**config.mk**
```make
export PLATFORM = sky130hd
export DESIGN_NAME = hex_display_scan
export DESIGN_NICKNAME = d
export VERILOG_FILES = /design/src/rtl/hex_display_scan.sv
export SDC_FILE = /design/constraint.sdc
export NUM_CORES = 1
export LEC_CHECK = 0
export CAP_MARGIN = 20
export CORE_MARGIN = 5
export CORE_UTILIZATION = 55
export DETAILED_ROUTE_END_ITERATION = 16
export PLACE_DENSITY = 0.79
export SYNTH_ARGS = -nofsm -noshare
export SYNTH_HDL_FRONTEND = slang
export SYNTH_SLANG_ARGS = --single-unit
export TNS_END_PERCENT = 30
```
**constraint.sdc**
```tcl
create_clock -name i_clk -period 3.1 [get_ports i_clk]
set_input_delay 0.31 -clock i_clk [delete_from_list [all_inputs] [get_ports i_clk]]
set_output_delay 0.31 -clock i_clk [all_outputs]
set_load 0.01 [all_outputs]
```
**src/rtl/hex_display_scan.sv**
```systemverilog
// hex_display_scan
//   Multiplexed scan controller for a DIGITS-wide common-anode 7-segment
//   display. Holds a double-buffered hex value, time-slices one nibble per
//   digit slot onto the shared decoder input and drives the active-low digit
//   enables. New values are latched into a pending buffer at any time and
//   only become visible at a frame boundary, so a frame never shows a mix of
//   old and new digits.
//
// Ports
//   i_clk          system clock, rising edge
//   i_rst          asynchronous active-high reset
//   i_enable       1 = scan; 0 = blank display and freeze the scan position
//   i_load         one-cycle strobe, captures i_value into the pending buffer
//   i_value        hex value, nibble i belongs to digit i (digit 0 = LSD)
//   i_blank_lz     1 = suppress leading zero digits (digit 0 always shown)
//   o_nibble       digit code to the hex-to-7-segment decoder (bit0 = A)
//   o_an           digit enables, active-low, bit i = digit i
//   o_digit_idx    index of the digit currently driven
//   o_frame_tick   one-cycle pulse in the cycle after each frame boundary
module hex_display_scan #(
  parameter int DIGITS   = 4,
  parameter int PRESCALE = 50000
) (
  input  logic                        i_clk,
  input  logic                        i_rst,
  input  logic                        i_enable,
  input  logic                        i_load,
  input  logic [4*DIGITS-1:0]         i_value,
  input  logic                        i_blank_lz,
  output logic [3:0]                  o_nibble,
  output logic [DIGITS-1:0]           o_an,
  output logic [$clog2(DIGITS)-1:0]   o_digit_idx,
  output logic                        o_frame_tick
);

  localparam int IW = $clog2(DIGITS);
  localparam int CW = (PRESCALE > 1) ? $clog2(PRESCALE) : 1;

  localparam logic [CW-1:0] CNT_LAST = CW'(PRESCALE - 1);
  localparam logic [IW-1:0] IDX_LAST = IW'(DIGITS - 1);

  logic [CW-1:0]        r_cnt;
  logic [IW-1:0]        r_idx;
  logic [4*DIGITS-1:0]  r_active;
  logic [4*DIGITS-1:0]  r_pending;
  logic                 r_pend_flag;

  logic                 w_slot_end;
  logic                 w_boundary;
  logic [3:0]           w_cur_nib;
  logic [DIGITS-1:0]    w_blank;
  logic                 w_zero_above;
  logic [DIGITS-1:0]    w_an_next;

  assign w_slot_end = i_enable && (r_cnt == CNT_LAST);
  assign w_boundary = w_slot_end && (r_idx == IDX_LAST);

  // Walk from the most significant digit down: a digit is a leading zero
  // when it and every digit above it are zero. Digit 0 is never blanked.
  always_comb begin
    w_cur_nib    = 4'h0;
    w_blank      = '0;
    w_zero_above = 1'b1;
    for (int i = DIGITS - 1; i >= 0; i--) begin
      w_zero_above = w_zero_above & (r_active[4*i +: 4] == 4'h0);
      if (i != 0) begin
        w_blank[i] = i_blank_lz & w_zero_above;
      end
      if (r_idx == IW'(i)) begin
        w_cur_nib = r_active[4*i +: 4];
      end
    end
  end

  always_comb begin
    w_an_next = '1;
    if (i_enable && !w_blank[r_idx]) begin
      w_an_next[r_idx] = 1'b0;
    end
  end

  // Slot prescaler and digit index; both freeze while scanning is disabled
  // so a re-enable resumes the same digit with its remaining slot time.
  always_ff @(posedge i_clk or posedge i_rst) begin
    if (i_rst) begin
      r_cnt <= '0;
      r_idx <= '0;
    end else if (i_enable) begin
      if (w_slot_end) begin
        r_cnt <= '0;
        if (r_idx == IDX_LAST) begin
          r_idx <= '0;
        end else begin
          r_idx <= r_idx + IW'(1);
        end
      end else begin
        r_cnt <= r_cnt + CW'(1);
      end
    end
  end

  // Double buffer. On a boundary the commit uses the pending contents from
  // before the edge; a load on that same edge refills pending and keeps the
  // flag set so the new value lands one frame later.
  always_ff @(posedge i_clk or posedge i_rst) begin
    if (i_rst) begin
      r_active    <= '0;
      r_pending   <= '0;
      r_pend_flag <= 1'b0;
    end else begin
      if (w_boundary && r_pend_flag) begin
        r_active <= r_pending;
      end
      if (i_load) begin
        r_pending   <= i_value;
        r_pend_flag <= 1'b1;
      end else if (w_boundary) begin
        r_pend_flag <= 1'b0;
      end
    end
  end

  always_ff @(posedge i_clk or posedge i_rst) begin
    if (i_rst) begin
      o_nibble     <= 4'h0;
      o_an         <= '1;
      o_digit_idx  <= '0;
      o_frame_tick <= 1'b0;
    end else begin
      o_nibble     <= w_cur_nib;
      o_an         <= w_an_next;
      o_digit_idx  <= r_idx;
      o_frame_tick <= w_boundary;
    end
  end

endmodule

```
==> impl_metrics.prom <==
# TYPE chip_impl_metric gauge
chip_impl_info{name="rr_endpoint",value="r_active[14]"} 1
chip_impl_metric{name="nNetsFinal",unit=""} 274
chip_impl_metric{name="instances_no_fill",unit=""} 307
chip_impl_metric{name="post-cts-setup-buffers",unit=""} 0
chip_impl_metric{name="worst_r2r_path_depth",unit=""} 5
chip_impl_metric{name="finalCriticalPeriod",unit="ns"} 2.16
chip_impl_metric{name="io_buffer_count",unit=""} 31
chip_impl_metric{name="worstPathRequired",unit="ns"} 3.31
chip_impl_metric{name="pin_count_of_the_biggest_net_entering_global_routing",unit=""} 34
chip_impl_metric{name="synth_enable_flop_cells",unit=""} 0
chip_impl_info{name="synth_top_family_by_area",value="multiplexers"} 1
chip_impl_info{name="worst_setup_path_start_kind",value="flip-flop"} 1
chip_impl_metric{name="total_leakage_power",unit="nW"} 1.45
chip_impl_metric{name="yosysWarningCount",unit=""} 0
chip_impl_info{name="min-delay-path-class",value="in -> async"} 1
chip_impl_metric{name="totalNegativeSetupSlack",unit="ns"} 0
chip_impl_metric{name="utilization",unit="%"} 68.5
chip_impl_metric{name="ys_seq_area_share",unit="%"} 59.4
chip_impl_metric{name="antenna_violations_before_repair",unit=""} 0
chip_impl_metric{name="drt-initial-drc-count",unit=""} 95
chip_impl_metric{name="synth.mux.area_fraction",unit="%"} 14.1
chip_impl_metric{name="final_count_of_negative_setup_slack_endpoints",unit=""} 0
chip_impl_info{name="yosys.cell_count.top_type",value="dfrtp_1"} 1
chip_impl_metric{name="internal-power",unit="mW"} 1.35
chip_impl_metric{name="final_min_period_over_clock_period",unit="%"} 69.6
chip_impl_metric{name="fill_cells",unit=""} 333
chip_impl_metric{name="reg2reg_slack",unit="ns"} 0.94
chip_impl_metric{name="clk_pin_slew_worst_paths",unit="ns"} 0.06
chip_impl_metric{name="finalWirelength",unit="um"} 4730
chip_impl_metric{name="relative_area_change_from_synthesis_to_final_layout",unit="%"} 21.8
chip_impl_metric{name="max_slew_margin",unit="%"} 43.7
chip_impl_metric{name="total_switching_power",unit="mW"} 0.402
chip_impl_metric{name="die_width",unit="um"} 79.1
chip_impl_metric{name="sequential_cell_area",unit="um2"} 1560
chip_impl_metric{name="switching_share",unit="%"} 22.9
chip_impl_metric{name="grt.overflow.total",unit=""} 0
chip_impl_metric{name="pwr_density_cell",unit="nW/um2"} 548
chip_impl_metric{name="seq_power_share",unit="%"} 52.1
chip_impl_metric{name="io_pins",unit=""} 32
chip_impl_metric{name="drt-pass1-iter-count",unit=""} 4
chip_impl_metric{name="timing_max_transition_violations_final",unit=""} 0
chip_impl_metric{name="chipHeight",unit="um"} 79.1
chip_impl_metric{name="postSynth.asyncResetShare",unit="%"} 100
chip_impl_info{name="grt_setup_unrepaired",value="false"} 1
chip_impl_metric{name="rows",unit=""} 25
chip_impl_metric{name="worstPathMaxFanout",unit=""} 8
chip_impl_info{name="timing.setup.critical_path_class",value="reg -> reg"} 1
chip_impl_metric{name="power.ir.vdd_worst",unit="mV"} 0.337
chip_impl_metric{name="post_route_cells_drive_above_1_share",unit="%"} 19.0
chip_impl_metric{name="avgRoutedWirePerCell",unit="um"} 15.4
chip_impl_metric{name="critPathMaxStageDelay",unit="ns"} 0.56
chip_impl_metric{name="clk_path_buf_depth",unit=""} 2
chip_impl_info{name="endpoint_kind",value="flip-flop"} 1
chip_impl_metric{name="floorplan.die_area",unit="um2"} 6250
chip_impl_metric{name="cts_resized",unit=""} 0
chip_impl_metric{name="worstSkewPairLatency",unit="ns"} 0.33
chip_impl_info{name="cts_tree",value="done"} 1
chip_impl_metric{name="post_synth_inst_count",unit=""} 210
chip_impl_metric{name="achievable-frequency",unit="MHz"} 463
chip_impl_metric{name="total_placed_cells_including_tap_cells",unit=""} 291
chip_impl_metric{name="finalClockSkew",unit="ns"} 0.00821
chip_impl_info{name="crit-reg2reg-launch",value="r_cnt[5]"} 1
chip_impl_metric{name="ant_nets",unit=""} 0
chip_impl_info{name="ctsRootBufferMaster",value="clkbuf_8"} 1
chip_impl_metric{name="ys_ff_latch",unit=""} 62
chip_impl_info{name="post_synth_top_area_cell",value="dfrtp_1"} 1
chip_impl_metric{name="comb_power_share",unit="%"} 7.4
chip_impl_metric{name="num_antenna_cells",unit=""} 0
chip_impl_info{name="crit_start",value="r_cnt[5]"} 1
chip_impl_metric{name="synth_compound_gate_area_share",unit="%"} 4.06
chip_impl_metric{name="timing_worst_slew_pin_value",unit="ns"} 0.843
chip_impl_metric{name="cp.arrival",unit="ns"} 2.37
chip_impl_metric{name="cts_hold_buf",unit=""} 0
chip_impl_info{name="timing.critical_path.cells",value="or4b_4, nor4_4, and3_1, buf_4, mux2_1"} 1
chip_impl_metric{name="cap_viol_max_count",unit=""} 0
chip_impl_info{name="postSynth.topFlopCell",value="dfrtp_1"} 1
chip_impl_metric{name="htreeDepth",unit=""} 3
chip_impl_metric{name="power.share.clock",unit="%"} 40.5
chip_impl_metric{name="core-area",unit="um2"} 4660
chip_impl_metric{name="clock_sink_count",unit=""} 62
chip_impl_metric{name="drt_drc_violations_left",unit=""} 0
chip_impl_metric{name="synth-simple-area-share",unit="%"} 13.0
chip_impl_metric{name="grt_first_pass_wirelength",unit="um"} 8230
chip_impl_metric{name="synthXorXnorAreaFrac",unit="%"} 4.34
chip_impl_metric{name="hold_violations",unit=""} 0
chip_impl_metric{name="synth_cell_types",unit=""} 33
chip_impl_info{name="synth.top_cells.by_count",value="dfrtp_1, mux2_2, nand2_1"} 1
chip_impl_metric{name="multi_input_comb_area",unit="um2"} 995
chip_impl_metric{name="yosys.area_share.adder",unit="%"} 2.39
chip_impl_metric{name="post_synth.cell_area_avg",unit="um2"} 12.5
chip_impl_metric{name="syn-cell-area",unit="um2"} 2620
chip_impl_metric{name="synth.net_count",unit=""} 236
chip_impl_metric{name="via_per_inst",unit=""} 5.57
chip_impl_metric{name="dp_hpwl",unit="um"} 3310
chip_impl_metric{name="globalRouteTotalUtil",unit="%"} 17.5
chip_impl_info{name="synth_top_cells_by_area",value="dfrtp_1, mux2_2, mux2_1"} 1
chip_impl_info{name="outcome",value="finished clean"} 1
chip_impl_metric{name="route.vias.total",unit=""} 1709
chip_impl_metric{name="place_congestion",unit=""} 0.736
chip_impl_metric{name="netlist.area_leader.share",unit="%"} 55.3
chip_impl_metric{name="grt_pass1_vias",unit=""} 1690
chip_impl_metric{name="cts_inserted_buffers",unit=""} 9
chip_impl_info{name="cpMaxStageDelayCell",value="or4b_4"} 1
chip_impl_metric{name="initial_utilization",unit="%"} 56.3
==> stage by stage <==
stage | total power, mW | area [um2] | setup slack (ns) | hold slack (ns)
2_1_floorplan | 1.00 | 2620 | 0.904 | 0.401
3_5_place_dp | 1.06 | 2990 | 0.683 | 0.428
4_1_cts | 1.76 | 3190 | 0.933 | 0.414
3_3_place_gp | 1.05 | 2990 | 0.708 | 0.421
5_1_grt | 1.83 | 3190 | 0.832 | 0.451
6_report | 1.75 | 3190 | 0.942 | 0.395
==> critical path: cells and delay by family (launching register included) <==
family	cells	cell delay (ns)
buffers and inverters	1	0.19
DFF	1	0.42
muxes	1	0.33
and+or+nand+nor	3	1.09
==> power by group through the flow <==
stage / sequential [mW] / combinational (mW) / clock [mW]
2_1_floorplan: 0.912 / 0.0873 / 0
3_3_place_gp: 0.927 / 0.127 / 0
3_5_place_dp: 0.926 / 0.132 / 0
4_1_cts: 0.913 / 0.133 / 0.719
5_1_grt: 0.921 / 0.145 / 0.759
6_report: 0.913 / 0.130 / 0.709
==> worst max-delay path by stage <==
stage	end	cells after the start	slack (ns)
2_1_floorplan	r_active[0]	6	0.90
3_3_place_gp	r_active[3]	6	0.71
3_5_place_dp	r_active[3]	6	0.68
4_1_cts	r_active[14]	5	0.93
5_1_grt	r_active[2]	5	0.83
6_report	r_active[14]	5	0.94
==> state kept, by name (all words and copies together) (netlist names) <==
signal	cells
o_an	4
o_digit_idx	2
o_frame_tick	1
o_nibble	4
r_active	16
r_cnt	16
r_idx	2
r_pend_flag	1
r_pending	16
==> routing by layer <==
| layer | wire length [um] | track usage (%) | vias up |
|---|---|---|---|
| li1 | - | - | 809 |
| met1 | 2230 | 23.1 | 843 |
| met2 | 2190 | 26.8 | 49 |
| met3 | 209 | 5.22 | 8 |
| met4 | 103 | 8.25 | 0 |
| met5 | 0 | 0 | - |
==> cell usage in the layout (no fill, tap or decap), types with 2 or more instances in the layout <==
master and instances:
clkbuf_1 2, mux2_2 22, nand4_1 5, nor4_1 4
nand2_1 15, xnor2_1 8, nand3b_1 4, mux2_1 10
o21ai_0 7, xor2_1 5, a21oi_1 10, dfstp_2 4
clkdlybuf4s50_1 31, nor3_1 5, dfrtp_1 58, nand3_1 9
nor2_1 10, inv_1 6, or4_1 2, clkbuf_8 11
ha_1 5, buf_4 5
==> logic make-up after synthesis <==
group	count (synthesis)
flip-flops	62
AND/OR/NAND/NOR	61
multiplexers	33
AO/OA/AOI/OAI	20
buffers and inverters	16
XOR/XNOR	13
adder cells (fa/ha/maj)	5
==> cell type report <==
| class | count | share of cell area, % |
|---|---|---|
| Inverter | 7 | 0.823 |
| Clock buffer | 13 | 4.97 |
| Multi-Input combinational cell | 132 | 31.1 |
| Tap cell | 54 | 2.12 |
| Clock inverter | 3 | 1.33 |
| Sequential cell | 62 | 48.7 |
| Timing Repair Buffer | 36 | 10.9 |
Power figures use the tool's default switching activity.
